<file path="src/rtl/proc_multi.sv">
// proc_multi: parametrised 16-bit-instruction multicycle processor.
// Runs FETCH/DECODE/EXECUTE (+ MEM_READ/MEM_WRITE) against one shared memory
// port, supports LI, LD, OUT, ST, ADD, JMP, HALT; anything else is a NOP.
// Ports:
//   clk        rising-edge clock
//   rst        synchronous active-low reset
//   fromMem    memory read data (combinational in addr)
//   we         memory write enable (registered)
//   addr       memory address (registered)
//   toMem      memory write data (registered)
//   out_valid  one-cycle strobe qualifying out_data
//   out_data   last emitted value
//   halted     sticky, set once HALT executes
//   retired    completed-instruction count, only with INSTR_CNT_EN defined
// Optional feature macro: INSTR_CNT_EN (saturating 32-bit retired counter).
module proc_multi #(
    parameter int unsigned DATA_W = 8,
    parameter int unsigned REG_AW = 5,
    parameter int unsigned PC_W   = 8,
    parameter int unsigned ADDR_W = 16
) (
    input  logic              clk,
    input  logic              rst,
    input  logic [15:0]       fromMem,
    output logic              we,
    output logic [ADDR_W-1:0] addr,
    output logic [15:0]       toMem,
    output logic              out_valid,
    output logic [DATA_W-1:0] out_data,
    output logic              halted
`ifdef INSTR_CNT_EN
    ,
    output logic [31:0]       retired
`endif
);

    localparam int unsigned NUM_REGS = 2 ** REG_AW;

    typedef enum logic [2:0] {
        S_FETCH, S_DECODE, S_EXECUTE, S_MEM_READ, S_MEM_WRITE, S_HALTED
    } state_t;

    state_t              state_q, state_d;
    logic [PC_W-1:0]     pc_q, pc_d;
    logic [15:0]         instr_q, instr_d;
    logic [ADDR_W-1:0]   addr_q, addr_d;
    logic                we_q, we_d;
    logic [15:0]         to_mem_q, to_mem_d;
    logic                out_valid_q, out_valid_d;
    logic [DATA_W-1:0]   out_data_q, out_data_d;
    logic                halted_q, halted_d;
    logic [DATA_W-1:0]   regs_q [NUM_REGS];
    logic [DATA_W-1:0]   regs_d [NUM_REGS];

    // Opcode decode; the encodings are mutually exclusive so priority is moot.
    logic op_li, op_ld, op_out, op_st, op_add, op_jmp, op_halt;
    assign op_li   = (instr_q[15:13] == 3'b110);
    assign op_ld   = (instr_q[15:11] == 5'b00001);
    assign op_out  = (instr_q[15:11] == 5'b00010);
    assign op_st   = (instr_q[15:11] == 5'b00011);
    assign op_add  = (instr_q[15:11] == 5'b00100);
    assign op_jmp  = (instr_q[15:11] == 5'b00101);
    assign op_halt = (instr_q == 16'h7777);

    // Register fields are 5 bits in the word; only the low REG_AW bits index.
    logic [REG_AW-1:0] idx_a, idx_b, idx_li;
    logic [DATA_W-1:0] reg_a, reg_b;
    logic [15:0]       li_ext;
    logic [PC_W-1:0]   pc_inc;
    assign idx_a  = instr_q[REG_AW-1:0];
    assign idx_b  = instr_q[5 +: REG_AW];
    assign idx_li = instr_q[8 +: REG_AW];
    assign reg_a  = regs_q[idx_a];
    assign reg_b  = regs_q[idx_b];
    assign li_ext = {8'h00, instr_q[7:0]};
    assign pc_inc = pc_q + PC_W'(1);

    // State register.
    always_ff @(posedge clk) begin
        if (!rst) state_q <= S_FETCH;
        else      state_q <= state_d;
    end

    // Next-state logic.
    always_comb begin
        state_d = state_q;
        case (state_q)
            S_FETCH:     state_d = S_DECODE;
            S_DECODE:    state_d = S_EXECUTE;
            S_EXECUTE: begin
                if (op_ld)        state_d = S_MEM_READ;
                else if (op_st)   state_d = S_MEM_WRITE;
                else if (op_halt) state_d = S_HALTED;
                else              state_d = S_FETCH;
            end
            S_MEM_READ:  state_d = S_FETCH;
            S_MEM_WRITE: state_d = S_FETCH;
            S_HALTED:    state_d = S_HALTED;
            default:     state_d = S_FETCH;
        endcase
    end

    // Output / datapath next values.
    logic advance;
    always_comb begin
        pc_d        = pc_q;
        instr_d     = instr_q;
        addr_d      = addr_q;
        we_d        = 1'b0;
        to_mem_d    = to_mem_q;
        out_valid_d = 1'b0;
        out_data_d  = out_data_q;
        halted_d    = halted_q;
        regs_d      = regs_q;
        advance     = 1'b0;
        case (state_q)
            S_FETCH: instr_d = fromMem;
            S_EXECUTE: begin
                if (op_li) begin
                    regs_d[idx_li] = li_ext[DATA_W-1:0];
                    advance        = 1'b1;
                end else if (op_ld) begin
                    addr_d = ADDR_W'(instr_q[10:0]);
                end else if (op_out) begin
                    out_data_d  = reg_a;
                    out_valid_d = 1'b1;
                    advance     = 1'b1;
                end else if (op_st) begin
                    addr_d   = ADDR_W'(reg_b);
                    to_mem_d = 16'(reg_a);
                    we_d     = 1'b1;
                end else if (op_add) begin
                    regs_d[idx_b] = reg_b + reg_a;
                    advance       = 1'b1;
                end else if (op_jmp) begin
                    pc_d   = instr_q[PC_W-1:0];
                    addr_d = ADDR_W'(instr_q[PC_W-1:0]);
                end else if (op_halt) begin
                    halted_d = 1'b1;
                end else begin
                    advance = 1'b1;
                end
            end
            S_MEM_READ: begin
                out_data_d  = fromMem[DATA_W-1:0];
                out_valid_d = 1'b1;
                advance     = 1'b1;
            end
            S_MEM_WRITE: advance = 1'b1;
            default: ;
        endcase
        if (advance) begin
            pc_d   = pc_inc;
            addr_d = ADDR_W'(pc_inc);
        end
    end

    // Datapath registers; reset also cancels a store in flight.
    always_ff @(posedge clk) begin
        if (!rst) begin
            pc_q        <= '0;
            instr_q     <= '0;
            addr_q      <= '0;
            we_q        <= 1'b0;
            to_mem_q    <= '0;
            out_valid_q <= 1'b0;
            out_data_q  <= '0;
            halted_q    <= 1'b0;
            regs_q      <= '{default: '0};
        end else begin
            pc_q        <= pc_d;
            instr_q     <= instr_d;
            addr_q      <= addr_d;
            we_q        <= we_d;
            to_mem_q    <= to_mem_d;
            out_valid_q <= out_valid_d;
            out_data_q  <= out_data_d;
            halted_q    <= halted_d;
            regs_q      <= regs_d;
        end
    end

    assign we        = we_q;
    assign addr      = addr_q;
    assign toMem     = to_mem_q;
    assign out_valid = out_valid_q;
    assign out_data  = out_data_q;
    assign halted    = halted_q;

`ifdef INSTR_CNT_EN
    // Count each instruction once, on the edge of its final state.
    logic [31:0] retired_q, retired_d;
    logic        completes;
    always_comb begin
        completes = ((state_q == S_EXECUTE) && !op_ld && !op_st) ||
                    (state_q == S_MEM_READ) || (state_q == S_MEM_WRITE);
        retired_d = retired_q;
        if (completes && (retired_q != 32'hFFFF_FFFF))
            retired_d = retired_q + 32'd1;
    end

    always_ff @(posedge clk) begin
        if (!rst) retired_q <= '0;
        else      retired_q <= retired_d;
    end

    assign retired = retired_q;
`endif

endmodule

</file>
<file path="config.mk">
export PLATFORM = sky130hd
export DESIGN_NAME = proc_multi
export DESIGN_NICKNAME = d
export VERILOG_FILES = /design/src/rtl/proc_multi.sv
export SDC_FILE = /design/constraint.sdc
export NUM_CORES = 1
export LEC_CHECK = 0
export CORE_ASPECT_RATIO = 1.2
export CORE_MARGIN = 2
export CORE_UTILIZATION = 40
export CTS_CLUSTER_DIAMETER = 200
export DETAILED_ROUTE_END_ITERATION = 8
export PLACE_DENSITY_LB_ADDON = 0.3
export SYNTH_ARGS = -nofsm -noshare
export SYNTH_HDL_FRONTEND = slang
export SYNTH_SLANG_ARGS = --single-unit
</file>
<file path="constraint.sdc">
create_clock -name clk -period 4.6 [get_ports clk]
set_input_delay 1.38 -clock clk [delete_from_list [all_inputs] [get_ports clk]]
set_output_delay 1.38 -clock clk [all_outputs]
set_load 0.005 [all_outputs]
</file>
==> reports/metrics.csv <==
stage,metric,value,unit
critical_path,r2r_end,regs_q[87],
critical_path,start_kind,flip-flop,
floorplanning,dieWidth,203,um
drt,first_pass_iters,6,
drt,vias_per_cell,6.77,
floorplanning,rows,87,
sta,setup_viol,0,
power,ir_drop,215,uV
sta,grt_setup_unrepaired,false,
clocking,h-tree-depth,2,
clocking,cts_buffers,35,
logic_synthesis,syn_area,0.0190,sq mm
critical_path,rr_startpoint,instr_q[0],
critical_path,end_kind,flip-flop,
sta,period_share,0.949,
worst_hold_path,worstHoldPathType,flip-flop to flip-flop,
outcome,outcome,"finished, final reports clean",
sta,tightest_slew,1.08,ns
sta,tns,0,ns
logic_synthesis,netlist-cell-type-count,67,
critical_path,crit_arrival,4.75,ns
clocking,insertion_delay,0.55,ns
logic_synthesis,synth_cells,2125,
cells_and_area,nets,2135,
placement,pre_cts_ws,0.225,ns
critical_path,r2r_setup_slack,0.23,ns
global_route,grt_pass1_vias,17400,
job,cap_violations,0,
sta,slew_headroom,0.272,
global_route,grtUsageTotal,0.303,
logic_synthesis,yosys-top-cells-area,"dfxtp_1 33%, mux4_2 17%, a22oi_1 6.8%, a211oi_1 6.5%, nor2_1 5.0%",
floorplanning,initial_core_util,0.405,
logic_synthesis,seq_area_frac_synth,0.330,
critical_path,path_cells,buf_12 -> buf_12 -> mux4_2 -> mux4_2 -> mux2i_1 -> inv_1 -> ha_1 -> a21oi_1 -> o21bai_1 -> a2111oi_0 -> nor3_1 -> xnor2_4 -> buf_12 -> o22ai_1,
logic_synthesis,synth-seq-cells,313,
placement,io_buffers,47,
sta,fmax,0.229,GHz
critical_path,cp_max_fo,32,
global_route,antenna_found_initial,0,
global_route,grt_pass1_wl,113000,um
floorplanning,dieArea,0.0493,sq mm
clocking,cts_tree,built,
critical_path,crit_path_top_delay_cell,mux4_2,
critical_path,required,4.99,ns
floorplanning,fp.coreArea,0.0469,sq mm
placement,gp_congestion,0.950,
sta,slew_viol_final,0,
sta,final.setup.worst_slack,0.233,ns
power,total_leakage_power,6.48,nW
logic_synthesis,synth_top_area_frac,0.330,
cells_and_area,drive_above_1_share,0.193,
floorplanning,io_pins,61,
logic_synthesis,synth_edf_count,0,
sta,hold_viol,0,
critical_path,slowest_delay,0.58,ns
logic_synthesis,synthFlopType,dfxtp_1,
clocking,root_buffer,clkbuf_16,
critical_path,crit_path_start,instr_q[0],
critical_path,critical_path.most_common_cell,buf_12,
critical_path,r2r_cells,14,
cells_and_area,area_growth,13.3,%
global_route,grt_overflow,0,
clocking,clk_pin_slew_worst_paths,0.06,ns
clocking,cts_buffer_depth,3,
drt,drt_iter0_drc,2427,
drt,drcViolationCount,0,
logic_synthesis,yosysTopAreaCell,dfxtp_1,
drt,antenna_left,0,
floorplanning,die_h,243,um
placement,placedCellCount,2694,
placement,hpwl,51700,um
logic_synthesis,ys_async_sr_fraction,0,
cells_and_area,stdcell_count,2756,
cells_and_area,diodes,0,
cells_and_area,fin_util,0.459,
clocking,postCtsSetupRepairBufs,0,
logic_synthesis,avgSynthCellArea,8.94,sq um
power,power_density,304,mW/mm^2
power,power.total,6.54,mW
logic_synthesis,ys_warn_count,0,
sta,clock_skew,0.0262,ns
global_route,grt_max_degree,90,
clocking,cts.sinks,313,
sta,finalCriticalPeriod,4.37,ns
drt,vias,18700,
drt,drt_wl_total,75900,um
critical_path,crit_type,flip-flop to flip-flop,
drt,wire_per_inst,27.5,um
critical_path,crit_end,regs_q[87],
==> layer usage <==
metal	wire length, um	up-vias	track usage
li1	-	8013	-
met2	34400	1332	0.481
met1	27900	9011	0.375
met3	7470	300	0.0545
met5	0	-	0
met4	6080	0	0.207
==> stage by stage <==
stage               area [sq um]  hold WS (ns)
finish                     21500         0.457
floorplan                  19000         0.444
global placement           20300         0.436
CTS                        21500         0.459
global route               21500         0.477
detailed placement         20300         0.449
==> critical path: cells and delay by family, from the launching register on <==
kind,cells,cell delay [ns]
compound gates,4,0.59
xor+xnor,1,0.18
fa+ha+maj,1,0.41
buf+inv,4,0.68
flops,1,0.48
mux,3,1.36
simple gates,1,0.49
==> kinds of logic after synthesis <==
kind of cell	count (synthesis)	share of synthesized area
AND/OR/NAND/NOR	639	0.156
XOR/XNOR	13	0.00639
flip-flops	313	0.330
buffers and inverters	274	0.0665
multiplexers	168	0.184
adder cells (fa/ha/maj)	9	0.00632
other	1	0.000197
AO/OA/AOI/OAI	708	0.251
==> sequential cells by signal (all words and copies together), names as in the netlist <==
signal,count
instr_q,16
pc_q,8
we,1
addr,11
regs_q,256
toMem,8
out_valid,1
state_q,3
halted,1
out_data,8
==> layout make-up <==
cell class | count | area, sq um
Clock buffer | 50 | 1050
Fill cell | 4408 | 25400
Multi-Input combinational cell | 1550 | 11600
Tap cell | 623 | 779
Clock inverter | 12 | 106
Inverter | 38 | 148
Sequential cell | 313 | 6280
Timing Repair Buffer | 170 | 1550
==> placed cells by master, fill, tap and decap left out, types with 7 or more instances in the layout <==
cell type,n
nor2_2,26
o22ai_1,14
ha_1,8
conb_1,13
a41oi_1,7
buf_4,109
nand2_1,220
nor2_1,247
clkinv_2,7
o21ai_0,130
nor3_1,16
nand3_1,17
a21oi_1,70
mux4_2,144
a22oi_1,172
mux2i_1,20
inv_1,34
dfxtp_1,308
and2_1,8
o211ai_1,33
nand4_1,27
buf_12,12
clkbuf_16,37
nor4_2,20
clkdlybuf4s50_1,46
nand3b_1,8
a31oi_1,63
nor2b_1,15
clkbuf_8,8
a211oi_1,164
==> repair_timing <==
action / 4_1_cts / 5_1_grt
setup endpoints to repair: 0 / 16
endpoints found under the hold margin: 0 / 0
gates resized for setup: 0 / 4
hold buffers: 0 / 0
==> worst min path at each step <==
stage               cells past startpoint        start          end  slack [ns]
floorplan                               2      pc_q[7]      pc_q[7]        0.44
global placement                        2  out_data[1]  out_data[1]        0.44
detailed placement                      2  out_data[3]  out_data[3]        0.45
CTS                                     2      addr[9]      addr[9]        0.46
global route                            2     addr[10]     addr[10]        0.48
finish                                  2     addr[10]     addr[10]        0.46
==> Yosys cell counts, drive strengths merged, types with 14 or more instances <==
| cell type | instances |
|---|---|
| mux4 | 144 |
| o22ai | 14 |
| a31oi | 63 |
| a211oi | 164 |
| o21ai | 134 |
| a21oi | 71 |
| o211ai | 33 |
| nor2b | 15 |
| a22oi | 172 |
| nand3 | 17 |
| nand4 | 27 |
| mux2i | 20 |
| dfxtp | 313 |
| nor3 | 17 |
| nand2 | 221 |
| clkbuf | 131 |
| inv | 38 |
| nor4 | 24 |
| nor2 | 273 |
| buf | 105 |
==> report_power, final <==
group          switching, mW  leakage (nW)  total (mW)  internal (mW)
logic                  0.564          3.37       0.854          0.290
registers             0.0690          2.53        2.80           2.74
clock network           1.22         0.577        2.88           1.66
total                   1.85          6.48        6.54           4.69
(Power assumes the default switching activity.)
